### src/rtl/fetch_stage.sv
// fetch_stage: owns the PC, drives the instruction-memory address and
// registers the fetched word into the IF/ID register feeding decode.
// Handles hazard stalls, EX-stage redirects (flush) and syscall halt,
// and keeps fetch/stall performance counters.
module fetch_stage #(
   parameter logic [31:0] PC_RESET = 32'h0000_0000
) (
   input  logic        clk,
   input  logic        rst,
   input  logic        stall,
   input  logic        redirect,
   input  logic [31:0] redirect_pc,
   input  logic        go,
   output logic [31:0] imem_addr,
   input  logic [31:0] imem_rdata,
   output logic [31:0] ir,
   output logic [31:0] id_pc,
   output logic [31:0] id_pc4,
   output logic        id_valid,
   output logic        halted,
   output logic [31:0] fetch_cnt,
   output logic [31:0] stall_cnt
);

   typedef enum logic {
      S_RUN  = 1'b0,
      S_HALT = 1'b1
   } state_t;

   // all-zero word is sll $0,$0,0, which decode treats as a NOP
   localparam logic [31:0] NOP_WORD = 32'h0000_0000;

   // PC is word aligned by construction; force the low bits clear so a
   // misaligned reset parameter cannot leak into the address bus
   localparam logic [31:0] PC_INIT = {PC_RESET[31:2], 2'b00};

   state_t      state_q, state_d;
   logic [31:0] pc_q, pc_d;
   logic [31:0] ir_q, ir_d;
   logic [31:0] id_pc_q, id_pc_d;
   logic [31:0] id_pc4_q, id_pc4_d;
   logic        id_valid_q, id_valid_d;
   logic [31:0] fetch_cnt_q, fetch_cnt_d;
   logic [31:0] stall_cnt_q, stall_cnt_d;

   logic [31:0] pc_plus4;
   logic [31:0] redirect_target;
   logic        fetch_is_syscall;
   logic [1:0]  unused_redirect_lsb;

   // SPECIAL opcode with funct 001100 is syscall; other fields are don't-care
   function automatic logic is_syscall(input logic [31:0] word);
      return (word[31:26] == 6'b000000) && (word[5:0] == 6'b001100);
   endfunction

   // sequential next PC, wraps naturally at 2^32
   function automatic logic [31:0] next_seq_pc(input logic [31:0] pc);
      return pc + 32'd4;
   endfunction

   assign pc_plus4            = next_seq_pc(pc_q);
   assign redirect_target     = {redirect_pc[31:2], 2'b00};
   assign unused_redirect_lsb = redirect_pc[1:0];
   assign fetch_is_syscall    = is_syscall(imem_rdata);

   // State register
   always_ff @(posedge clk or posedge rst) begin
      if (rst) begin
         state_q <= S_RUN;
      end else begin
         state_q <= state_d;
      end
   end

   // Next state: redirect always wins, stall freezes, otherwise run/halt rules
   always_comb begin
      state_d = state_q;
      if (redirect) begin
         // an older branch squashes any syscall being latched this edge
         state_d = S_RUN;
      end else if (!stall) begin
         case (state_q)
            S_RUN: begin
               if (fetch_is_syscall) begin
                  state_d = S_HALT;
               end
            end
            S_HALT: begin
               if (go) begin
                  state_d = S_RUN;
               end
            end
         endcase
      end
   end

   // Outputs decoded from the state register
   always_comb begin
      halted = (state_q == S_HALT);
   end

   // PC, IF/ID and counter next values
   always_comb begin
      pc_d        = pc_q;
      ir_d        = ir_q;
      id_pc_d     = id_pc_q;
      id_pc4_d    = id_pc4_q;
      id_valid_d  = id_valid_q;
      fetch_cnt_d = fetch_cnt_q;
      stall_cnt_d = stall_cnt_q;

      if (redirect) begin
         // flush: bubble into IF/ID, id_pc/id_pc4 keep their old values
         pc_d       = redirect_target;
         ir_d       = NOP_WORD;
         id_valid_d = 1'b0;
      end else if (stall) begin
         // hold everything; only a stall while running is a lost fetch slot
         if (state_q == S_RUN) begin
            stall_cnt_d = stall_cnt_q + 32'd1;
         end
      end else if (state_q == S_RUN) begin
         ir_d        = imem_rdata;
         id_pc_d     = pc_q;
         id_pc4_d    = pc_plus4;
         id_valid_d  = 1'b1;
         pc_d        = pc_plus4;
         fetch_cnt_d = fetch_cnt_q + 32'd1;
      end else begin
         // halted: PC parks on syscall pc + 4, decode sees bubbles
         ir_d       = NOP_WORD;
         id_valid_d = 1'b0;
      end
   end

   // PC, IF/ID and counter registers
   always_ff @(posedge clk or posedge rst) begin
      if (rst) begin
         pc_q        <= PC_INIT;
         ir_q        <= NOP_WORD;
         id_pc_q     <= 32'h0000_0000;
         id_pc4_q    <= 32'h0000_0000;
         id_valid_q  <= 1'b0;
         fetch_cnt_q <= 32'h0000_0000;
         stall_cnt_q <= 32'h0000_0000;
      end else begin
         pc_q        <= pc_d;
         ir_q        <= ir_d;
         id_pc_q     <= id_pc_d;
         id_pc4_q    <= id_pc4_d;
         id_valid_q  <= id_valid_d;
         fetch_cnt_q <= fetch_cnt_d;
         stall_cnt_q <= stall_cnt_d;
      end
   end

   assign imem_addr = pc_q;
   assign ir        = ir_q;
   assign id_pc     = id_pc_q;
   assign id_pc4    = id_pc4_q;
   assign id_valid  = id_valid_q;
   assign fetch_cnt = fetch_cnt_q;
   assign stall_cnt = stall_cnt_q;

endmodule

### config.mk
export PLATFORM = sky130hd
export DESIGN_NAME = fetch_stage
export DESIGN_NICKNAME = d
export VERILOG_FILES = /design/src/rtl/fetch_stage.sv
export SDC_FILE = /design/constraint.sdc
export NUM_CORES = 1
export LEC_CHECK = 0
export CAP_MARGIN = 30
export CORE_UTILIZATION = 25
export CTS_CLUSTER_SIZE = 25
export DETAILED_ROUTE_END_ITERATION = 8
export DONT_BUFFER_PORTS = 1
export PLACE_DENSITY_LB_ADDON = 0.08
export SYNTH_ARGS = -nofsm -noshare
export SYNTH_HDL_FRONTEND = slang
export SYNTH_SLANG_ARGS = --single-unit
### constraint.sdc
create_clock -name clk -period 9.7 [get_ports clk]
set_input_delay 1.94 -clock clk [delete_from_list [all_inputs] [get_ports clk]]
set_output_delay 1.94 -clock clk [all_outputs]
set_load 0.02 [all_outputs]
==> metrics.csv, run 1 <==
stage,metric,value,unit
setup_path,critPathRequiredTime,10.02,ns
floorplan,io_pins,263,
placement,place_area,8750,sq um
cells_and_area,multi_input_area,3410,sq um
yosys,synth_edf_count,0,
drt,first_pass_iters,4,
floorplan,die-area,34100,sq um
yosys,synth_flop_cell,dfrtp_1,
floorplan,die_w,185,microns
worst_hold_path,min_path_type,reg2reg,
placement,dp_hpwl,16300,microns
cells_and_area,seqCellArea,4700,sq um
power_and_ir_drop,p_per_area,210,nW/um^2
timing,tightest_slew,0.900,ns
timing,maxSlewHeadroom,40.0,%
timing,finClkSkew,0.0118,ns
floorplan,coreArea,32700,sq um
yosys,async_flop_share,100,%
yosys,yosysUniqueCellTypes,42,
cts,cts-buffers-inserted,17,
yosys,synth_seq_cells,188,
setup_path,slowest_delay,0.62,ns
global_route,grt_pass1_vias,6085,
placement,port_buffers,0,
power_and_ir_drop,power,0.00198,W
setup_path,crit_path_cell_trace,nor4b_1 -> nand4_1 -> nor2_1 -> nand3_1 -> xnor2_1,
timing,max_freq,0.302,GHz
drt,via_per_inst,4.62,
cts,clock_sinks,188,
yosys,synth_cells,812,
timing,setup_tns,0,ns
timing,final_hold_viol_count,0,
yosys,avgSynthCellArea,10.3,sq um
cells_and_area,design_area,9420,sq um
power_and_ir_drop,vdd_ir_drop_max,0.115,mV
floorplan,row_count,66,
drt,routedWlPerCell,19.1,microns
setup_path,worstSetupPathType,in2reg,
yosys,yosys_warnings,0,
floorplan,start_util,25.5,%
yosys,ys_seq_area_share,56.4,%
drt,num_vias,5756,
timing,fin_crit_sh,34.2,%
cells_and_area,n_antenna_cell,0,
run,cap_violations,0,
timing,postLayoutSetupSlackWorst,6.39,ns
global_route,grt_usage,14.4,%
global_route,grt_max_degree,120,
cts,postCtsSetupBuffers,0,
yosys,syn_area,8350,sq um
cts,htreeDepth,4,
global_route,grt_pass1_wl,37300,microns
setup_path,cp-end-kind,register,
cells_and_area,area_growth,12.9,%
placement,place_congestion,0.756,
timing,setup_viol,0,
status,run_status,completed,
cells_and_area,drive_gt1_share,7.47,%
drt,wl,23800,microns
cts,path_clk_slew,0.08,ns
power_and_ir_drop,leakagePower,4.09,nW
setup_path,critPathLaunchType,input port,
cts,cts.repair.resized,0,
global_route,overflow,0,
global_route,antenna_found_initial,0,
drt,drt_iter0_drc,288,
floorplan,die_y,185,microns
cells_and_area,fin_util,28.8,%
timing,timing.final.crit_period,3.31,ns
cts,clock-root-buffer,clkbuf_16,
drt,drcViolationCount,0,
cells_and_area,fillCellCount,3466,
cts,clockBufferDepth,2,
setup_path,crit_fanout,61,
placement,place_ws,5.89,ns
cts,cts_tree,built,
cells_and_area,nets,862,
setup_path,crit_arrival,3.63,ns
cts,cts-hold-fix-buffers,0,
timing,rsz0062_at_grt,false,
cts,clock_latency,0.44,ns
setup_path,critPathSlowestCell,nor4b_1,
timing,final_max_slew_viol_count,0,
drt,ant_nets,0,
[layout by cell type, fill, tap and decap left out, types with 6 or more instances in the layout]
cell type,n
a22o_1,32
and3_1,20
and4_1,11
buf_4,7
clkbuf_16,17
conb_1,6
dfrtp_1,188
nand2_1,184
nand3_1,40
nand4_1,30
nor2_1,22
nor3_1,7
o21ai_0,59
xnor2_1,74
xor2_1,40
[metrics by stage]
stage / cells / hold slack, ns
final: 1245 / 0.611
after global routing: 1245 / 0.626
after CTS: 1243 / 0.620
after detailed placement: 1211 / 0.604
after global placement: 1211 / 0.607
after floorplan: 817 / 0.582
[cell families (layout without fill, tap and decap cells)]
logic type	after synthesis	in the layout	synth area share [%]
other cells	1	6	0.0449
fa+ha+maj	3	3	0.450
simple gates	346	346	20.1
compound gates	97	97	7.47
mux	3	3	0.390
buf+inv	60	46	3.22
xor+xnor	114	114	12.0
flops	188	188	56.4
[path summary, 6_finish.rpt]
kind / start / cells after the start / to / slack, ns
worst max-delay path: redirect / 5 / fetch_cnt[16] / 6.39
worst min-delay path: stall_cnt[31] / 1 / stall_cnt[31] / 0.61
worst max register to register: imem_addr[2] / 7 / imem_addr[30] / 7.07
worst min register to register: stall_cnt[31] / 1 / stall_cnt[31] / 0.61
max in group asynchronous: rst / 3 / stall_cnt[8] / 7.02
min in group asynchronous: rst / 1 / fetch_cnt[25] / 1.47
[area by class of cell]
class,count,share of cell area [%]
clock buffers,18,4.66
flip-flops and latches,188,49.9
inverters,5,0.279
clock inverters,14,1.91
multi-input cells,569,36.2
repair buffers,9,1.14
well taps,442,5.87
[power breakdown]
group	switching, W	internal (W)	total, W
clock	0.000332	0.000419	0.000751
combinational	0.0000840	0.0000655	0.000150
sequential	0.000219	0.000860	0.00108
total	0.000635	0.00134	0.00198
[flip-flops by register name, summed over array words and instances (netlist names)]
| name | count |
|---|---|
| fetch_cnt | 32 |
| halted | 1 |
| id_pc4 | 30 |
| stall_cnt | 32 |
| id_pc | 30 |
| id_valid | 1 |
| ir | 32 |
| imem_addr | 30 |
[layer usage]
layer,vias up,GRT usage [%],share of wire (%),wire [microns]
li1,2694,-,-,-
met1,2870,17.6,42,10000
met2,176,22.4,47,11100
met3,16,6.99,9.9,2350
met4,0,4.00,1.3,318
met5,-,0,0,0
[critical path: cells and delay by family]
| kind | cells | cell delay, ns |
|---|---|---|
| xor gates and xnor gates | 1 | 0.15 |
| and+or+nand+nor | 4 | 1.54 |
[synth_stat cells (2+ instances only)]
library cell | number | share of area [%]
dfrtp_1 | 188 | 56
nand2_1 | 185 | 8.3
xnor2_1 | 74 | 7.8
o21ai_0 | 59 | 3.5
nand3_1 | 40 | 2.4
xor2_1 | 40 | 4.2
clkbuf_1 | 33 | 1.5
a22o_1 | 32 | 3.4
nand4_1 | 30 | 2.2
nor2_1 | 24 | 1.1
and3_1 | 20 | 1.5
and4_1 | 11 | 1.2
buf_2 | 11 | 0.66
buf_4 | 7 | 0.63
nor3_1 | 7 | 0.42
inv_1 | 5 | 0.22
nor4_1 | 4 | 0.30
clkbuf_2 | 3 | 0.18
ha_1 | 3 | 0.45
nor2b_1 | 3 | 0.22
nor4_2 | 3 | 0.45
nor4b_1 | 3 | 0.31
or2_2 | 3 | 0.22
a221o_1 | 2 | 0.24
mux2_2 | 2 | 0.27
nand2b_1 | 2 | 0.15
nor3_2 | 2 | 0.24
or3_1 | 2 | 0.15
Note: power is estimated with default switching activity, not from simulation.
==> run 2, diff against run 1 <==
==> constraint.sdc (replaced) <==
create_clock -name clk -period 2.7 [get_ports clk]
set_input_delay 0.54 -clock clk [delete_from_list [all_inputs] [get_ports clk]]
set_output_delay 0.54 -clock clk [all_outputs]
set_load 0.02 [all_outputs]
==> run 2 against run 1 <==
Compared with the run above: critical path depth is 1 higher; sequential share of layout area is 1.3 points lower; sequential power grew to 3.5 times the previous value; routed wire length is 2.4% higher; non-clock buffer count is 31 higher; final area is 2.6% higher; utilization is 0.76 points higher; worst setup slack worse by 5.9 ns; via count is 2.2% higher; largest power group unchanged.
==> metrics.csv, run 2 (synthesis results as in run 1) <==
stage,metric,value,unit,change
cts,path_clk_slew,0.07,ns,about the same
cts,cts.repair.resized,0,,unchanged
timing,final_hold_viol_count,0,,unchanged
timing,timing.final.crit_period,2.24,ns,
cells_and_area,multi_input_area,3410,sq um,unchanged
global_route,antenna_found_initial,0,,unchanged
placement,place_ws,0.466,ns,-5.43 ns
cells_and_area,fin_cells,1276,,+2.5%
timing,rsz0062_at_grt,false,,
cts,cts-hold-fix-buffers,0,,unchanged
cells_and_area,layout_common_cells,"dfrtp_1 (188), nand2_1 (184), xnor2_1 (74)",,
placement,place_congestion,0.725,,-4.1%
cts,clockBufferDepth,2,,unchanged
cells_and_area,fillCellCount,3438,,-0.81%
setup_path,critPathLaunchType,register,,
drt,drcViolationCount,0,,unchanged
cts,cts_tree,built,,
cts,postCtsSetupBuffers,0,,unchanged
cells_and_area,final_common_cell,dfrtp_1,,
floorplan,die_w,185,microns,unchanged
setup_path,worstSetupPathType,reg2reg,,
drt,via_per_inst,4.61,,-0.31%
setup_path,r2r_setup_slack,0.46,ns,-6.61 ns
timing,postLayoutSetupSlackWorst,0.464,ns,-5.92 ns
worst_hold_path,min_path_type,in2async,,
cts,htreeDepth,4,,unchanged
timing,maxSlewHeadroom,48.9,%,+8.9 points
drt,num_vias,5881,,+2.2%
cells_and_area,seqCellArea,4700,sq um,unchanged
setup_path,path_buf_inv,0,,unchanged
cts,cts-buffers-inserted,17,,unchanged
cts,clock-root-buffer,clkbuf_16,,
drt,drt_iter0_drc,277,,-3.8%
placement,port_buffers,0,,unchanged
floorplan,die-area,34100,sq um,unchanged
cells_and_area,area_growth,15.9,%,
timing,setup_tns,0,ns,unchanged
power_and_ir_drop,leakagePower,4.25,nW,+3.9%
timing,fin_crit_sh,82.8,%,
timing,tightest_slew,0.765,ns,-0.135 ns
cells_and_area,nets,893,,+3.6%
floorplan,row_count,66,,unchanged
floorplan,coreArea,32700,sq um,unchanged
setup_path,critPathRequiredTime,3.01,ns,-7.01 ns
drt,wl,24400,microns,+2.4%
setup_path,r2r_start,imem_addr[2],,
cells_and_area,drive_gt1_share,10.7,%,+3.2 points
floorplan,start_util,25.5,%,unchanged
power_and_ir_drop,p_per_area,743,nW/um^2,+250%
timing,final_max_slew_viol_count,0,,unchanged
global_route,grt_usage,14.7,%,+0.25 points
drt,first_pass_iters,4,,unchanged
timing,setup_viol,0,,unchanged
power_and_ir_drop,vdd_ir_drop_max,0.437,mV,+280%
cts,clock_sinks,188,,unchanged
setup_path,critPathSlowestCell,nor4_2,,
setup_path,path_delay_family,simple AND/OR/NAND/NOR gates,,
timing,finClkSkew,0.0120,ns,+0.000260 ns
setup_path,slowest_delay,0.51,ns,-0.11 ns
cells_and_area,n_antenna_cell,0,,unchanged
global_route,grt_pass1_wl,37900,microns,+1.5%
floorplan,io_pins,263,,unchanged
global_route,grt_max_degree,62,,-48%
placement,placed_cells,1244,,+2.7%
status,run_status,completed,,
drt,routedWlPerCell,19.1,microns,-0.14%
setup_path,worstRegToRegCells,6,,-1
setup_path,r2r_end,imem_addr[30],,
global_route,overflow,0,,unchanged
cts,clock_latency,0.43,ns,about the same
timing,max_freq,0.447,GHz,
drt,ant_nets,0,,unchanged
floorplan,die_y,185,microns,unchanged
setup_path,crit_path_cell_trace,ha_1 -> nand4_1 -> nor4_2 -> nand4_1 -> or2_0 -> a221o_1,,
setup_path,crit_arrival,2.55,ns,-1.08 ns
run,cap_violations,0,,unchanged
placement,dp_hpwl,17300,microns,+6.2%
setup_path,crit_fanout,4,,-93%
setup_path,path_common_cell,nand4_1,,
global_route,grt_pass1_vias,6149,,+1.1%
setup_path,cp-end-kind,register,,
## run 2: cell types whose count changed in the layout (fill, tap and decap cells not counted), sizes merged
| cell | previous run | this run |
|---|---|---|
| clkinvlp | 3 | 1 |
| inv | 11 | 7 |
| buf | 9 | 40 |
| clkinv | 2 | 5 |
| clkbuf | 18 | 21 |
## run 2: per-stage QoR
step                      area, sq um  total power, W  hold WS, ns  utilization (%)
after global placement           9050         0.00456        0.579             27.7
after global routing             9670         0.00756        0.142             29.6
after CTS                        9670         0.00733        0.126             29.6
after detailed placement         9050         0.00458        0.590             27.7
final                            9670         0.00719        0.110             29.6
after floorplan                  8370         0.00423        0.582                -
## run 2: report_power, final
part / switching (W) / total (W) / leakage (nW) / internal (W)
sequential: 0.000659 / 0.00375 / 2.44 / 0.00309
combinational: 0.000443 / 0.000736 / 1.51 / 0.000293
clock: 0.00118 / 0.00270 / 0.303 / 0.00153
## run 2: how the worst max path moves through the flow
stage,startpoint,to,slack (ns),cells after the start
3_5_place_dp,imem_addr[2],imem_addr[30],0.47,6
3_3_place_gp,halted,fetch_cnt[22],0.50,6
4_1_cts,imem_addr[2],imem_addr[30],0.45,6
2_1_floorplan,rst,fetch_cnt[0],-0.26,1
5_1_grt,imem_addr[3],imem_addr[30],0.30,6
6_report,imem_addr[2],imem_addr[30],0.46,6
## run 2: worst reg2reg max path: stages (launching register included)
cell	delay, ns
dfrtp_1	0.35
ha_1	0.23
nand4_1	0.23
nor4_2	0.51
nand4_1	0.22
or2_0	0.25
a221o_1	0.32
## run 2: area by class of cell
type	instances	area share, %
repair buffers	40	3.75
multi-input cells	569	35.3
inverters	5	0.233
clock buffers	21	4.76
well taps	442	5.72
flip-flops and latches	188	48.6
clock inverters	11	1.62
## run 2: routing by layer
metal,part of all wire [%],track usage [%]
met1,41,17.8
met5,0,0
met3,10,6.56
met4,1.1,4.43
met2,47,23.2
==> run 3, diff against run 2 <==
==> constraint.sdc (replaced) <==
create_clock -name clk -period 2 [get_ports clk]
set_input_delay 0.4 -clock clk [delete_from_list [all_inputs] [get_ports clk]]
set_output_delay 0.4 -clock clk [all_outputs]
set_load 0.02 [all_outputs]
==> run 3 against run 2 <==
Compared with the run above: the flow now finishes with violations (negative hold slack); maximum frequency rose by 19%; register-to-register slack worse by 0.35 ns; utilization increased by 1.5 points; worst hold slack worse by 0.13 ns.
==> metrics.csv, run 3 (synthesis results as in run 1) <==
stage,metric,value,unit,change
timing,final_max_slew_viol_count,0,,unchanged
drt,ant_nets,0,,unchanged
setup_path,worstRegToRegCells,7,,+1
drt,first_pass_iters,4,,unchanged
drt,drcViolationCount,0,,unchanged
timing,maxSlewHeadroom,61.4,%,+13 points
global_route,antenna_found_initial,0,,unchanged
placement,port_buffers,0,,unchanged
cts,cts-hold-fix-buffers,0,,unchanged
drt,num_vias,6123,,+4.1%
floorplan,row_count,66,,unchanged
setup_path,crit_fanout,5,,+1
cts,clock_latency,0.44,ns,about the same
cells_and_area,layout_common_cells,"dfrtp_1 (186), nand2_1 (184), buf_4 (100)",,
timing,holdWs,-0.0171,ns,-0.128 ns
setup_path,cp.depth,7,,+1
setup_path,path_delay_family,simple AND/OR/NAND/NOR gates,,
cts,postCtsSetupBuffers,0,,unchanged
placement,place_area,9540,sq um,+5.4%
setup_path,cp-end-kind,register,,
drt,via_per_inst,4.57,,-0.93%
floorplan,die_w,185,microns,unchanged
setup_path,critPathLaunchType,register,,
drt,wl,24500,microns,+0.60%
timing,fin_crit_sh,94.1,%,+11 points
cells_and_area,fin_util,31.1,%,+1.5 points
floorplan,coreArea,32700,sq um,unchanged
cts,clock_sinks,188,,unchanged
timing,postLayoutSetupSlackWorst,0.117,ns,-0.346 ns
power_and_ir_drop,vdd_ir_drop_max,0.566,mV,+30%
cells_and_area,fin_cells,1341,,+5.1%
cts,htreeDepth,4,,unchanged
floorplan,die_y,185,microns,unchanged
cells_and_area,design_area,10200,sq um,+5.0%
worst_hold_path,min_path_type,in2async,,
setup_path,crit_path_cell_trace,ha_2 -> nand4_1 -> nor4_2 -> buf_4 -> nand4_1 -> or2_0 -> a221o_1,,
global_route,grt_usage,14.8,%,+0.14 points
power_and_ir_drop,p_per_area,947,nW/um^2,+27%
setup_path,path_common_cell,nand4_1,,
setup_path,path_buf_inv,1,,+1
timing,finClkSkew,0.0119,ns,-0.000152 ns
cts,path_clk_slew,0.07,ns,about the same
cts,clockBufferDepth,2,,unchanged
floorplan,die-area,34100,sq um,unchanged
cells_and_area,drive_gt1_share,18.0,%,+7.3 points
placement,place_congestion,0.769,,+6.0%
drt,routedWlPerCell,18.3,microns,-4.3%
floorplan,start_util,25.5,%,unchanged
cells_and_area,nets,958,,+7.3%
status,failed_checks,negative hold slack,,
global_route,grt_max_degree,102,,+65%
setup_path,worstSetupPathType,reg2reg,,
placement,placed_cells,1309,,+5.2%
cells_and_area,n_antenna_cell,0,,unchanged
timing,tightest_slew,0.578,ns,-0.187 ns
power_and_ir_drop,leakagePower,4.58,nW,+7.8%
timing,setup_viol,0,,unchanged
timing,final_hold_viol_count,9,,+9
timing,timing.final.crit_period,1.88,ns,-0.354 ns
setup_path,critPathRequiredTime,2.32,ns,-0.69 ns
placement,dp_hpwl,17500,microns,+1.7%
timing,max_freq,0.531,GHz,+19%
cells_and_area,final_common_cell,dfrtp_1,,
drt,drt_iter0_drc,222,,-20%
setup_path,slowest_delay,0.36,ns,-0.15 ns
run,cap_violations,0,,unchanged
cells_and_area,area_growth,21.7,%,
setup_path,critPathSlowestCell,dfrtp_1,,
cts,cts-buffers-inserted,17,,unchanged
global_route,grt_pass1_wl,38400,microns,+1.4%
placement,place_ws,-0.0503,ns,-0.516 ns
floorplan,io_pins,263,,unchanged
global_route,grt_pass1_vias,6480,,+5.4%
setup_path,crit_arrival,2.20,ns,-0.35 ns
status,run_status,"complete, but fails checks",,
global_route,overflow,0,,unchanged
cts,clock-root-buffer,clkbuf_16,,
cts,cts_tree,built,,
cells_and_area,fillCellCount,3416,,-0.64%
[run 3: cell types whose count changed in the layout (fill, tap and decap cells not counted), moves of 2 or more]
cell,change
buf_4,+65
bufinv_16,-2
clkbuf_1,-2
clkinv_2,+2
clkinv_4,-2
clkinvlp_4,+2
dfrtp_1,-2
dfrtp_2,+2
inv_6,+2
nor3_4,+2
[run 3: report_power, final]
part / leakage, nW / switching [W] / internal (W) / total [W]
clock network: 0.280 / 0.00162 / 0.00178 / 0.00340
registers: 2.43 / 0.000665 / 0.00418 / 0.00484
logic: 1.87 / 0.000852 / 0.000522 / 0.00137
total: 4.58 / 0.00314 / 0.00648 / 0.00962
[run 3: routing by layer]
metal	vias to the layer above	GRT usage, %	routed length [microns]
met3	22	6.74	2450
li1	2895	-	-
met2	192	23.2	11500
met5	-	0	0
met1	3014	17.9	10200
met4	0	4.89	428
[run 3: path summary, 6_finish.rpt]
path | start | endpoint | slack, ns
hold reg to reg | fetch_cnt[0] | fetch_cnt[0] | 0.56
setup / recovery | imem_addr[2] | imem_addr[30] | 0.12
setup reg to reg | imem_addr[2] | imem_addr[30] | 0.12
min in group clk | redirect | halted | 0.04
max in group asynchronous | rst | imem_addr[29] | 1.52
hold / removal | rst | stall_cnt[6] | -0.02
[run 3: area by class of cell]
type / count / area [sq um] / area share (%)
Multi-Input combinational cell: 569 / 3450 / 34.0
Tap cell: 442 / 553 / 5.44
Timing Repair Buffer: 105 / 851 / 8.38
Clock inverter: 14 / 133 / 1.31
Clock buffer: 18 / 439 / 4.32
Inverter: 5 / 22.5 / 0.222
Sequential cell: 188 / 4710 / 46.3
[run 3: timing repair]
action | 4_1_cts | 5_1_grt
endpoints found under the setup margin | 1 | 12
endpoints found under the hold margin | 0 | 0
gates cloned | 0 | 0
resized for setup | 0 | 10
pin swaps | 2 | 1
[run 3: per-stage QoR]
| step | TNS, ns | power, W |
|---|---|---|
| final | 0 | 0.00962 |
| after global routing | -0.000763 | 0.0102 |
| after CTS | 0 | 0.00980 |
| after detailed placement | -0.0503 | 0.00632 |
| after global placement | -0.00522 | 0.00631 |
| after floorplan | -154.38 | 0.00571 |
